===== config.mk =====
export PLATFORM = sky130hd
export DESIGN_NAME = register_bank_sb
export DESIGN_NICKNAME = d
export VERILOG_FILES = /design/src/rtl/core_pkg.sv /design/src/rtl/rb_read_port.sv /design/src/rtl/register_bank_sb.sv
export SDC_FILE = /design/constraint.sdc
export NUM_CORES = 2
export LEC_CHECK = 0
export CAP_MARGIN = 20
export CORE_ASPECT_RATIO = 0.8
export CORE_UTILIZATION = 45
export CTS_CLUSTER_SIZE = 10
export DETAILED_ROUTE_END_ITERATION = 10
export PLACE_DENSITY = 0.7
export SYNTH_ARGS = -nofsm -noshare
export SYNTH_HDL_FRONTEND = slang
export SYNTH_HIERARCHICAL = 1
export SYNTH_SLANG_ARGS = --single-unit

===== constraint.sdc =====
create_clock -name clock -period 2.6 [get_ports clock]
set_clock_uncertainty 0.2 [all_clocks]
set_input_delay 0.39 -clock clock [delete_from_list [all_inputs] [get_ports clock]]
set_output_delay 0.39 -clock clock [all_outputs]
set_load 0.03 [all_outputs]

===== src/rtl/core_pkg.sv =====
`default_nettype none
// +------------------------------------------------------------------+
// | core_pkg                                                         |
// | Shared core-wide widths, register-file indices and types.        |
// | Revision: 1.0                                                    |
// +------------------------------------------------------------------+
package core_pkg;
  localparam int DATA_W     = 32;
  localparam int REG_ADDR_W = 5;

  typedef logic [REG_ADDR_W-1:0] reg_addr_t;
  typedef logic [DATA_W-1:0]     word_t;

  localparam reg_addr_t REG_ZERO = 5'd0;
  localparam reg_addr_t REG_RA   = 5'd31;
endpackage
`default_nettype wire


===== src/rtl/rb_read_port.sv =====
`default_nettype none
// +------------------------------------------------------------------+
// | rb_read_port                                                     |
// | One combinational register-file read mux with write bypass and   |
// | busy qualification.                                              |
// | Revision: 1.0                                                    |
// +------------------------------------------------------------------+
module rb_read_port #(
  parameter int DATA_W   = 32,
  parameter int ADDR_W   = 5,
  parameter int LINK_REG = 31,
  parameter int BYPASS   = 1
) (
  input  logic [ADDR_W-1:0]        rd_addr,
  input  logic [DATA_W-1:0]        stored_data,
  input  logic                     stored_busy,
  input  logic                     wr_en,
  input  logic [ADDR_W-1:0]        wr_addr,
  input  logic signed [DATA_W-1:0] wr_data,
  input  logic                     link_en,
  input  logic [DATA_W-1:0]        link_data,
  output logic signed [DATA_W-1:0] rd_data,
  output logic                     rd_busy
);
  import core_pkg::*;

  localparam logic [ADDR_W-1:0] c_link_addr = ADDR_W'(LINK_REG);
  localparam logic              c_bypass    = (BYPASS != 0);

  logic w_hit_link;
  logic w_hit_wr;
  logic w_nonzero;

  assign w_hit_link = link_en && (rd_addr == c_link_addr);
  assign w_hit_wr   = wr_en && (wr_addr == rd_addr);
  assign w_nonzero  = (rd_addr != '0);

  // Link beats writeback, mirroring the storage commit order.
  always_comb begin
    rd_data = '0;
    if (w_nonzero) begin
      if (c_bypass && w_hit_link)    rd_data = link_data;
      else if (c_bypass && w_hit_wr) rd_data = wr_data;
      else                           rd_data = stored_data;
    end
  end

  assign rd_busy = stored_busy && !(c_bypass && (w_hit_link || w_hit_wr));
endmodule
`default_nettype wire


===== src/rtl/register_bank_sb.sv =====
`default_nettype none
// +------------------------------------------------------------------+
// | register_bank_sb                                                 |
// | Pipelined-core register bank: two bypassed read ports, writeback |
// | and link write ports, per-register busy scoreboard.              |
// | Revision: 1.0                                                    |
// +------------------------------------------------------------------+
module register_bank_sb #(
  parameter int DATA_W      = core_pkg::DATA_W,
  parameter int NUM_REGS    = 32,
  parameter int ADDR_W      = $clog2(NUM_REGS),
  parameter int LINK_REG    = int'(core_pkg::REG_RA),
  parameter int LINK_OFFSET = 1,
  parameter int BYPASS      = 1
) (
  input  logic                     clock,
  input  logic                     reset_n,
  input  logic [ADDR_W-1:0]        rd_addr_a,
  input  logic [ADDR_W-1:0]        rd_addr_b,
  output logic signed [DATA_W-1:0] rd_data_a,
  output logic signed [DATA_W-1:0] rd_data_b,
  output logic                     rd_busy_a,
  output logic                     rd_busy_b,
  input  logic                     wr_en,
  input  logic [ADDR_W-1:0]        wr_addr,
  input  logic signed [DATA_W-1:0] wr_data,
  input  logic                     link_en,
  input  logic [DATA_W-1:0]        link_pc,
  input  logic                     issue_en,
  input  logic [ADDR_W-1:0]        issue_addr,
  output logic [NUM_REGS-1:0]      busy_vec
);
  import core_pkg::*;

  localparam logic [ADDR_W-1:0] c_link_addr = ADDR_W'(LINK_REG);
  localparam logic [DATA_W-1:0] c_link_off  = DATA_W'(LINK_OFFSET);

  logic [DATA_W-1:0]   r_regs [NUM_REGS];
  logic [NUM_REGS-1:0] r_busy;
  logic [NUM_REGS-1:0] w_busy_nxt;
  logic [DATA_W-1:0]   w_link_val;

  assign w_link_val = link_pc + c_link_off;

  // Link is assigned last so it overrides a writeback to the same register.
  always_ff @(posedge clock or negedge reset_n) begin
    if (!reset_n) begin
      for (int i = 0; i < NUM_REGS; i++) r_regs[i] <= '0;
    end else begin
      if (wr_en && (wr_addr != '0)) r_regs[wr_addr] <= wr_data;
      if (link_en && (c_link_addr != '0)) r_regs[c_link_addr] <= w_link_val;
    end
  end

  // Set after clear: a newly issued producer outlives the retiring one.
  always_comb begin
    w_busy_nxt = r_busy;
    for (int i = 1; i < NUM_REGS; i++) begin
      if ((wr_en && (wr_addr == ADDR_W'(i))) || (link_en && (c_link_addr == ADDR_W'(i))))
        w_busy_nxt[i] = 1'b0;
      if (issue_en && (issue_addr == ADDR_W'(i)))
        w_busy_nxt[i] = 1'b1;
    end
    w_busy_nxt[0] = 1'b0;
  end

  always_ff @(posedge clock or negedge reset_n) begin
    if (!reset_n) r_busy <= '0;
    else          r_busy <= w_busy_nxt;
  end

  assign busy_vec = r_busy;

  rb_read_port #(
    .DATA_W(DATA_W), .ADDR_W(ADDR_W), .LINK_REG(LINK_REG), .BYPASS(BYPASS)
  ) u_port_a (
    .rd_addr(rd_addr_a), .stored_data(r_regs[rd_addr_a]), .stored_busy(r_busy[rd_addr_a]),
    .wr_en(wr_en), .wr_addr(wr_addr), .wr_data(wr_data),
    .link_en(link_en), .link_data(w_link_val),
    .rd_data(rd_data_a), .rd_busy(rd_busy_a)
  );

  rb_read_port #(
    .DATA_W(DATA_W), .ADDR_W(ADDR_W), .LINK_REG(LINK_REG), .BYPASS(BYPASS)
  ) u_port_b (
    .rd_addr(rd_addr_b), .stored_data(r_regs[rd_addr_b]), .stored_busy(r_busy[rd_addr_b]),
    .wr_en(wr_en), .wr_addr(wr_addr), .wr_data(wr_data),
    .link_en(link_en), .link_data(w_link_val),
    .rd_data(rd_data_b), .rd_busy(rd_busy_b)
  );
endmodule
`default_nettype wire


# Word-level counts from Yosys, hierarchy flattened
# Cells that the tools add are included.
[word_totals] inputBits=89 elab_cells=332 output_inout_bits=98 regBits=1055
[op_classes] add_sub_neg=1 n_eq_ne=66 n_reduce_logical=110 n_lt_le_gt_ge=6 n_bitwise=3 mux=83
[ops] cell="$bwmux W1024" n=1
[ops] cell="$mux W32" n=13
[ops] cell="$bmux W32 S5" n=2
[ops] cell="$eq A5 B5 Y1 const B" n=34
[ops] cell="$demux W32 S5" n=1
[ops] cell="$eq A5 B4 Y1 const B" n=16
[ops] cell="$logic_and A1 B1 Y1" n=70
[ops] cell="$mux W1" n=64
[ops] cell="$reduce_bool A2 Y1" n=32
[ops] cell="$eq A5 B3 Y1 const B" n=8
[ops] cell="$add A32 B1 Y32 const B" n=1
[ops] cell="$eq A5 B2 Y1 const B" n=4
[ops] cell="$ge A6 B6 Y1 const B" n=3
[ops] cell="$not A5 Y6" n=3
[ops] cell="$reduce_bool A5 Y1" n=3
[ops] cell="$lt A5 B6 Y1 const B" n=2
[ops] cell="$bmux W1 S5" n=2
[ops] cell="$eq A5 B1 Y1 const B" n=2
[ops] cell="$eq A5 B5 Y1" n=2
[ops] cell="$lt A6 B1 Y1 const B" n=1
[ops] cell="$logic_or A1 B1 Y1" n=3
[ops] cell="$logic_not A1 Y1" n=2

# Longest topological paths before layout
[depth] word_depth=8 ltp_mapped=8 mapped_depth_nobuf=7

# Hierarchy
# The synthesis kept the hierarchy.
[by_module_without_submodules] mod="register_bank_sb" seq_area_each_um2=26400.3 area_per_inst_um2=55124.1 n_inst=1 cells_each=3672
[by_module_without_submodules] mod="rb_read_port" seq_area_each_um2=0.0 area_per_inst_um2=922.1 n_inst=2 cells_each=119

# Worst setup path before layout
# No wires, ideal clock.
[synth_path] path_kind="input to output" start="in rd_addr_b[1]" end="out rd_busy_b" arrival_ns=2.444 slack_ns=-0.434 t_required_ns=2.010 path_buffers=3 stages=8 path_cell_list="buf_2 > buf_2 > clkbuf_1 > mux4_2 > o21ai_0 > a31o_2 > nand4_1 > nor3b_1"
[synth_via] elab_chain_cells=5 elab_cells_between_ends=9 classes_between="eq/ne: 2; mux: 2; reduce/logical: 5"
[synth_lines] item="start, declared" line_no="register_bank_sb.sv:19" rtl="input logic [ADDR_W-1:0] rd_addr_b,"
[synth_lines] item="branches (longest 4 deep; another with $bmux W1 S5)"
[synth_lines] item="$logic_and A1 B1 Y1 (*)" line_no="rb_read_port.sv:48" rtl="assign rd_busy = stored_busy && !(c_bypass && (w_hit_link || w_hit_wr));"
[synth_lines] item="end, declared" line_no="register_bank_sb.sv:23" rtl="output logic rd_busy_b,"
# Mark *: on every way between the ends. The select of a mux whose other input is x is not followed.

# Final worst setup path
[layout_path] start="reg r_regs[551] (netlist bit)" end="out rd_data_a[7]"
[layout_via] elab_chain_cells=6
[layout_lines] item="start, declared" line_no="register_bank_sb.sv:38" rtl="logic [DATA_W-1:0] r_regs [NUM_REGS];"
[layout_lines] item="start signal, assigned by index" line_no="register_bank_sb.sv:50" rtl="if (wr_en && (wr_addr != '0)) r_regs[wr_addr] <= wr_data;"
[layout_lines] item="start signal, assigned by index" line_no="register_bank_sb.sv:51" rtl="if (link_en && (c_link_addr != '0)) r_regs[c_link_addr] <= w_link_val;"
[layout_lines] item="$bmux W32 S5" line_no="register_bank_sb.sv:77" rtl=".rd_addr(rd_addr_a), .stored_data(r_regs[rd_addr_a]), .stored_busy(r_busy[rd_addr_a]),"
[layout_lines] item="$mux W32 (implied by the code) (2 in series)" line_no="register_bank_sb.sv:77"
[layout_lines] item="$mux W32" line_no="rb_read_port.sv:43" rtl="else if (c_bypass && w_hit_wr) rd_data = wr_data;"
[layout_lines] item="$mux W32" line_no="rb_read_port.sv:42" rtl="if (c_bypass && w_hit_link) rd_data = link_data;"
[layout_lines] item="$mux W32" line_no="rb_read_port.sv:41" rtl="if (w_nonzero) begin"
[layout_lines] item="end, declared" line_no="register_bank_sb.sv:20" rtl="output logic signed [DATA_W-1:0] rd_data_a,"
# No other way between the ends. The select of a mux whose other input is x is not followed.

==> metrics.cfg <==
[floorplan]
initial_core_util_pct = 45.5
dieArea_um2 = 128000
core-area_um2 = 125000
rows = 116
die_y_um = 320
ioPinCount = 187
die_w_um = 400

[synthesis]
yosysSeqAreaShare_pct = 46.3
postSynthAreaPerCell_um2 = 14.6
async_reset_ff_share_pct = 100
yosysTopAreaCell = dfrtp_1
ys.flop_type = dfrtp_1
yosys_register_bits = 1055
yosys-top-cells-area = dfrtp_1 (46%), mux4_2 (20%), mux2_2 (20%)
synthCells = 3910
syn_nets = 4000
synth_edf_count = 0
synth_top_area_share_pct = 46.3
syn_area_um2 = 57000
yosys_warnings = 6
synth_cell_types = 53

[sta]
tightest_slew_ns = 0.736
slew_headroom_pct = 50.9
final_max_slew_viol_count = 0
rsz0062_at_grt = yes
fin_crit_ns = 3.07
finalWorstSetupSlack_ns = -0.467
finalCritPeriodShare_pct = 118
finalHoldViolCount = 0
max_freq_mhz = 326
setup_viol = 66

[status]
status = finished, violations left
violations = negative setup slack

[layout]
drive_gt1_share_pct = 64.7
final_nets = 4578
fin_area_um2 = 74700
mostFrequentLayoutCells = dfrtp_1 (1,053), mux2_2 (990), mux4_2 (518)
layout_commonest_cell = dfrtp_1
syn2layout_area_growth_pct = 31.1

[setup_path]
critPathArrivalTime_ns = 2.48
critical_path_class = reg2out
cp.required_ns = 2.01
cp-start-kind = flop
r2r-end = r_regs[1]
crit_fanout = 2
ff2ff_setup_slack_ns = 1.06
r2r_cells = 3
r2r-start = r_regs[1]
endpoint_kind = output port

[pwr]
powerDensity_nw_per_um2 = 671
combPwrFrac_pct = 27.0
clkPwrFrac_pct = 29.2
swShare_pct = 29.5
p_leak_nw = 31.4
power.switching_w = 0.0148
p_int_w = 0.0353
ir_drop_mv = 0.564
pwr-share-seq_pct = 43.8

[place]
post_dp_cell_area_um2 = 67300
place_ws_ns = -1.05
hpwl_mm = 131
place_congestion = 0.913
io_buffers = 185

[global_routing]
antenna_found_initial = 3
use_met2_pct = 48.4
grt_pass1_vias = 42700
track_usage_pct = 31.8
grt_pass1_wl_mm = 297
grt-ovfl-total = 0
use_met3_pct = 7.19
grt_max_degree = 114
grtUsageMet1_pct = 43.9
busiest_layer = met2

[clocking]
cts_tree = built
clock-root-buffer = clkbuf_16
numCtsBuffers = 116
cts_max_level = 3
clk_pin_slew_ns = 0.06
cts.sinks = 1055
clk_path_buf_depth = 3
clk_latency_ns = 0.72

[drt]
via_per_inst = 6.78
first_pass_iters = 5
drcViolationCount = 0
vias = 41700
wl_per_cell_um = 32.9
antenna_left = 0
wl_mm = 203
drt_iter0_markers = 4378

[min_path]
hold_start = link_pc[25]
min_path_type = in2reg
worstHoldPathCells = 5
hold_end = r_regs[25]

[job]
drv_cap = 0

[worst max-delay path: stages, from the launching register on]
cell and delay, ns:
dfrtp_1 0.41, buf_6 0.13, mux4_2 0.49, o22ai_4 0.23, nor4_4 0.06, mux2i_1 0.17
o21ai_2 0.09, buf_12 0.15
[logic make-up (layout without fill, tap and decap cells)]
family | count (synthesis) | count (layout) | share of synthesized area [%]
other cells | 1 | 2 | 0.00658
xor+xnor | 24 | 24 | 0.369
flops | 1055 | 1055 | 46.3
compound gates | 424 | 424 | 5.06
buf+inv | 465 | 1057 | 3.51
simple gates | 359 | 359 | 3.36
mux | 1581 | 1581 | 41.3
fa+ha+maj | 1 | 1 | 0.0220
[stage by stage]
stage	total power [W]	cells	hold WS, ns	utilization (%)	TNS, ns
after floorplan	0.0291	3910	-0.106	-	-0.874
after global placement	0.0333	5948	0.143	53.7	-178.33
after detailed placement	0.0339	5948	0.136	53.7	-158.16
after CTS	0.0494	6136	0.00754	58.6	-27.26
after global routing	0.0518	6154	0.0356	59.6	-29.22
final	0.0501	6155	0.0250	59.6	-25.19
[registers in the layout, summed over array words and instances (netlist names)]
signal / cells
busy_vec: 31
r_regs: 1024
[layout make-up]
class	count	area [um^2]
clock buffer	123	2950
inverter	24	90.1
tap	1652	2070
multi-input combinational	2390	32100
timing repair buffer	901	10900
antenna	1	2.50
clock inverter	9	158
fill	9078	50600
sequential	1055	26400
[power groups by stage]
stage | Combinational (W) | Sequential (W) | Clock [W]
global route | 0.0142 | 0.0223 | 0.0154
finish | 0.0135 | 0.0219 | 0.0147
CTS | 0.0129 | 0.0218 | 0.0147
detailed placement | 0.0118 | 0.0220 | 0
floorplan | 0.00770 | 0.0214 | 0
global placement | 0.0116 | 0.0218 | 0
[routing by layer]
layer  wire (um)  vias to the layer above
li1            -                    16400
met1       78100                    22400
met2       94200                     2402
met3       20200                      526
met4       10000                        0
met5           0                        -
[synth_stat cells, drive strengths merged (4+ instances only)]
cell	number
dfrtp	1055
mux2	990
mux4	518
clkbuf	309
o22ai	265
buf	132
nand2	130
o21ai	84
mux2i	73
nor4	69
inv	24
nor2	23
and3	22
nand4	21
a211oi	17
nand3	17
a31oi	16
xor2	15
or3	14
or4	13
nor2b	11
o31ai	11
nand2b	10
nand3b	9
nor3	9
xnor2	9
a22o	8
a32o	4
and4	4
o2111ai	4
o31a	4
[how the worst max path moves through the flow]
| stage | start | slack, ns | cells past startpoint | end |
|---|---|---|---|---|
| 6_report | r_regs[551] | -0.47 | 7 | rd_data_a[7] |
| 5_1_grt | r_regs[551] | -0.53 | 7 | rd_data_a[7] |
| 4_1_cts | r_regs[319] | -0.51 | 7 | rd_data_b[31] |
| 3_5_place_dp | link_pc[0] | -1.05 | 11 | rd_data_a[18] |
| 3_3_place_gp | link_pc[0] | -1.03 | 11 | rd_data_a[26] |
| 2_1_floorplan | rd_addr_a[2] | -0.04 | 8 | rd_data_a[0] |
[timing repair]
| action | in CTS | in global routing |
|---|---|---|
| gates cloned | 7 | 0 |
| resized for setup | 512 | 190 |
| endpoints found under the setup margin | 66 | 66 |
| hold buffers | 14 | 2 |
| pin swaps | 134 | 119 |
| endpoints found under the hold margin | 902 | 2 |
| buffers inserted | 68 | 27 |
Note: power is estimated with default switching activity, not from simulation.
